$ cat src/rtl/four_bit_adder_if.sv
// Operand/result bundle for the registered ripple-carry adder.
// The master drives operands with in_valid; the slave returns a registered result with out_valid.
interface four_bit_adder_if #(
    parameter int WIDTH = 4
);
    logic             in_valid;
    logic [WIDTH-1:0] a;
    logic [WIDTH-1:0] b;
    logic             cin;
    logic [WIDTH-1:0] s;
    logic             cout;
    logic             ovf;
    logic             out_valid;

    modport master (
        output in_valid, a, b, cin,
        input  s, cout, ovf, out_valid
    );

    modport slave (
        input  in_valid, a, b, cin,
        output s, cout, ovf, out_valid
    );
endinterface

$ cat src/rtl/four_bit_adder.sv
// Registered WIDTH-bit ripple-carry adder: {cout,s} = a + b + cin, plus a signed-overflow flag.
// Each result appears one clock after the edge on which in_valid was high.
module four_bit_adder #(
    parameter int WIDTH = 4
) (
    input  logic            clk,
    input  logic            rst_n,
    four_bit_adder_if.slave bus
);
    logic [WIDTH:0]   w_carry;
    logic [WIDTH-1:0] w_sum;
    logic [WIDTH-1:0] w_prop;
    logic [WIDTH-1:0] w_gen;

    logic [WIDTH-1:0] r_s;
    logic             r_cout;
    logic             r_ovf;
    logic             r_out_valid;

    assign w_carry[0] = bus.cin;

    // One full-adder cell per bit; the carry ripples from the LSB upwards.
    generate
        for (genvar gi = 0; gi < WIDTH; gi++) begin : g_fa
            assign w_prop[gi]    = bus.a[gi] ^ bus.b[gi];
            assign w_gen[gi]     = bus.a[gi] & bus.b[gi];
            assign w_sum[gi]     = w_prop[gi] ^ w_carry[gi];
            assign w_carry[gi+1] = w_gen[gi] | (w_prop[gi] & w_carry[gi]);
        end
    endgenerate

    // Result flops load only on qualified inputs, so anything on a/b/cin
    // while in_valid is low cannot reach the outputs.
    always_ff @(posedge clk or negedge rst_n) begin
        if (!rst_n) begin
            r_s         <= '0;
            r_cout      <= 1'b0;
            r_ovf       <= 1'b0;
            r_out_valid <= 1'b0;
        end else begin
            r_out_valid <= bus.in_valid;
            if (bus.in_valid) begin
                r_s    <= w_sum;
                r_cout <= w_carry[WIDTH];
                r_ovf  <= w_carry[WIDTH] ^ w_carry[WIDTH-1];
            end
        end
    end

    assign bus.s         = r_s;
    assign bus.cout      = r_cout;
    assign bus.ovf       = r_ovf;
    assign bus.out_valid = r_out_valid;
endmodule

$ cat src/flat_wrapper.sv
// flat-port wrapper written by rule: the top's interface ports become plain ports
module four_bit_adder_flat 
#(
    parameter int WIDTH = 4
)
  (clk, rst_n, bus_in_valid, bus_a, bus_b, bus_cin, bus_s, bus_cout, bus_ovf, bus_out_valid);
  four_bit_adder_if #(.WIDTH(WIDTH)) bus_i ();
  input  logic clk;
  input  logic rst_n;
  input wire logic [$bits(bus_i.in_valid)-1:0] bus_in_valid;
  input wire logic [$bits(bus_i.a)-1:0] bus_a;
  input wire logic [$bits(bus_i.b)-1:0] bus_b;
  input wire logic [$bits(bus_i.cin)-1:0] bus_cin;
  output wire logic [$bits(bus_i.s)-1:0] bus_s;
  output wire logic [$bits(bus_i.cout)-1:0] bus_cout;
  output wire logic [$bits(bus_i.ovf)-1:0] bus_ovf;
  output wire logic [$bits(bus_i.out_valid)-1:0] bus_out_valid;
  assign bus_i.in_valid = bus_in_valid;
  assign bus_i.a = bus_a;
  assign bus_i.b = bus_b;
  assign bus_i.cin = bus_cin;
  assign bus_s = bus_i.s;
  assign bus_cout = bus_i.cout;
  assign bus_ovf = bus_i.ovf;
  assign bus_out_valid = bus_i.out_valid;
  four_bit_adder #(.WIDTH(WIDTH)) u_core (.clk(clk), .rst_n(rst_n), .bus(bus_i));
endmodule
$ cat config.mk
export PLATFORM = sky130hd
export DESIGN_NAME = four_bit_adder_flat
export DESIGN_NICKNAME = d
export VERILOG_FILES = /design/src/rtl/four_bit_adder_if.sv /design/src/rtl/four_bit_adder.sv /design/src/flat_wrapper.sv
export SDC_FILE = /design/constraint.sdc
export NUM_CORES = 1
export LEC_CHECK = 0
export BUFFER_PORTS_ARGS = -buffer_cell sky130_fd_sc_hd__clkbuf_2
export CORE_AREA = 2 2 39 41
export DETAILED_ROUTE_END_ITERATION = 10
export DIE_AREA = 0 0 41 43
export GPL_ROUTABILITY_DRIVEN = 0
export GPL_TIMING_DRIVEN = 0
export PLACE_DENSITY = 0.54
export SLEW_MARGIN = 10
export SYNTH_ARGS = -nofsm -noshare
export SYNTH_HDL_FRONTEND = slang
export SYNTH_SLANG_ARGS = --single-unit
$ cat constraint.sdc
create_clock -name clk -period 0.8 [get_ports clk]
set_clock_uncertainty 0.1 [all_clocks]
set_input_delay 0.08 -clock clk [delete_from_list [all_inputs] [get_ports clk]]
set_output_delay 0.08 -clock clk [all_outputs]
set_load 0.01 [all_outputs]
==> results <==
- The flow ran to the end, but the final reports show violations.
- The final reports fail on negative setup slack.
- The CTS tree is done.
- Counting every instance in the synthesized netlist gives 29.
- The number of different library cells used by synthesis comes to 7.
- The initial antenna violation count is 0.
- After layout, the worst setup slack is -961 ps.
- The maximum fanout count along the critical path is 2.
- The worst setup path is launched from a primary input.
- Relative to the synthesized area, the layout overhead comes to 69.7%.
- The minimum period implied by the final worst setup slack is 1760 ps.
- The total length of routed wires is just under 900 um.
- In this run the worst setup path terminates at u_core.bus.ovf.
- The first global-routing pass estimated about 1400 um of wire.
- The post-route clock period utilization is 220%.
- The total number of vias is 311.
- The analysis attributes to cell leakage a power of about 0.35 nW.
- The count of boundary I/O pins is 19.
- Once placement completed, the tool counted placed cells totaling 63.
- The layout cell share with drive strength beyond 1 is 70.0%.
- The number of nets handed over by synthesis was 45.
- The power density of the placed cells is 1880 nW/um^2.
- The maximum number of pins on one net before global-route repair is 8.
- The later-pin clock latency in the skew report is between 200 and 300 ps.
- The max-slew violation count is 0.
- The filler cell count in the final layout is 133.
- The number of buffers inserted during clock tree synthesis is 3.
- The total power of the final layout is 1.24 mW.
- The first-pass detailed-route iteration total is 4.
- Measured against its own limit, the worst slew margin works out to 87.6%.
- Summed over all instances, the cell type with the most area after synthesis is dfrtp_1.
- The arrival time of data at the critical path endpoint is 1800 ps.
- The top cell types in the final layout, fill and taps aside, are clkbuf_2 (13), buf_6 (7), dfrtp_1 (7), buf_4 (5).
- Setup violations remaining at the end of the flow were counted as 13.
- The library cell used most frequently in the layout, excluding fill and tap cells, is clkbuf_2.
- The number of global-route vias before repair is 323.
- In the post-synthesis netlist, the biggest area contributors are dfrtp_1 (45%), fa_1 (21%), mux2_4 (12%).
- The Yosys warning count is 0.
- In this run the biggest area consumer among cell types represents between 40 and 50% of the synthesized area.
- The final-stage net count is 77.
- The clock-pin slew reported for the worst setup and hold paths after clock tree synthesis is ~50 ps.
- At the pin with the least slew margin, the transition time is 186 ps.
- The initial DRC count is 1.
- The worst reg2reg path endpoint is u_core.bus.ovf.
- Using the TritonRoute via totals, the vias-per-cell ratio works out to 4.09.
- The first element of the critical path is bus_cin.
- The deepest clock path buffer count is 2.
- The total area inside the core boundary comes to roughly 1400 um^2.
- Summing the sequential cell areas from Yosys gives between 40 and 50% of the chip area.
- The area of all placed cells without fillers is between 600 and 700 um^2.
- Measured in cells, the most critical reg-to-reg path has a length of 1.
- The critical path is of the primary input to register type.
- STA classifies the critical path endpoint as a register.
- The synthesized flop and latch total is 7.
- In the routed design, unresolved DRC markers number 0.
- For the final routed database, the setup TNS stands at -4860 ps.
- Setup repair after global routing could not meet its margin everywhere.
- The launch point of the worst reg-to-reg path is u_core.bus.ovf.
- In this run the vertical extent of the chip is between 40 and 50 um.
- The global routing usage summed across all routing layers is a little over an eighth.
- Across the run, the number of max-cap violations was 0.
- The cell area that synthesis handed to floorplanning was about 390 um^2.
- Once detail routing completed, the nets flagged for antenna violations numbered 0.
- Input and output buffers added on the ports amount to 18.
- The CTS root buffer is clkbuf_4.
- The number of inserted diodes is 0.
- Summed over all nets, the half-perimeter wirelength after detailed placement is roughly 560 um.
- The area of the die is between 1500 and 2000 um^2.
- The width of the die is between 40 and 50 um.
- The register-to-register setup slack is -80 ps.
- The H-tree level count is 1.
- The upper clock frequency limit is around 570 MHz.
- The clock sink count is 7.
- Data on the critical path is required at its endpoint by about 840 ps.
- Excluding fillers, the count of instances in the completed layout stands at between 70 and 80.
- The row count is 14.
- The initial core utilization is ~28%.
- The hold violation count in the final report was 0.
- The worst min-delay path category is primary input to register.
- The highest ir drop seen on vdd is ~0.00069 V.
- The average wire per cell in the routed design is between 10 and 15 um.
- Cells fill 47.6% of the core in the end.
- The total placed instance area is 515 um^2.
- For this run the aggregate overflow at the end of global routing stands at 0.
- Dividing the synthesized area by the synthesized cell count gives 13.4 um^2.
cell usage after synthesis (all sizes together):
cell and number:
buf 1, dfrtp 7, mux2i 3, xnor2 1
fa 4, mux2 3, inv 10
flip-flops by register name, summed over array words and instances, names as in the netlist:
name,flops
u_core.bus.ovf,1
u_core.bus.cout,1
u_core.bus.out_valid,1
u_core.bus.s,4
final cells by class:
cell class	count	area, um^2	area share (%)
multi-input combinational	11	174	26.4
clock buffer	4	26.3	3.99
tap	16	20.0	3.04
inverter	10	47.5	7.22
sequential	7	175	26.6
timing repair buffer	27	204	31.0
buffer	1	11.3	1.71
what timing repair did:
action	CTS	global route
endpoints found under the hold margin	8	0
resized for setup	3	9
hold buffers	2	0
buffers inserted	4	4
endpoints found under the setup margin	13	13
pin swaps	4	0
per-layer routing:
layer | track usage, % | wire, um | vias up | share of wire, %
li1 | - | - | 144 | -
met5 | 0 | 0 | - | 0
met4 | 10.0 | 26 | 0 | 3.0
met2 | 19.1 | 485 | 13 | 56
met3 | 6.28 | 67 | 3 | 7.7
met1 | 15.0 | 289 | 151 | 33
critical path, cell delays in order:
cell and delay [ps]:
buf_6 70, inv_4 30, fa_2 380, inv_2 60
fa_2 180, fa_2 210, inv_2 40, fa_2 350
xnor2_1 130, mux2_4 260
worst min path at each step:
stage	startpoint	end	slack, ps	cells after the start
floorplan	rst_n	u_core.bus.cout	-320	0
global placement	rst_n	u_core.bus.s[0]	-180	1
detailed placement	rst_n	u_core.bus.s[0]	-170	1
CTS	bus_in_valid	u_core.bus.s[3]	70	3
global route	bus_in_valid	u_core.bus.cout	100	3
finish	bus_in_valid	u_core.bus.cout	70	3
power by group:
group	internal [mW]	switching, mW	leakage [nW]
registers	0.423	0.0428	0.0816
logic	0.271	0.171	0.255
clock network	0.191	0.140	0.0150
cells by family (layout without fill, tap and decap cells):
family	count (synthesis)	after routing	synth area share [%]
adders and majority gates	4	4	20.6
muxes	6	6	19.4
DFF	7	7	45.2
xor gates and xnor gates	1	1	2.26
buffers and inverters	11	42	12.6
through the flow:
step / setup WS [ps] / hold WS [ps]
2_1_floorplan: -1120 / -316
3_3_place_gp: -1330 / -176
3_5_place_dp: -1340 / -171
4_1_cts: -978 / 65.1
5_1_grt: -1020 / 95.3
6_report: -961 / 71.8
No activity file was read; power rests on OpenSTA's default activity.
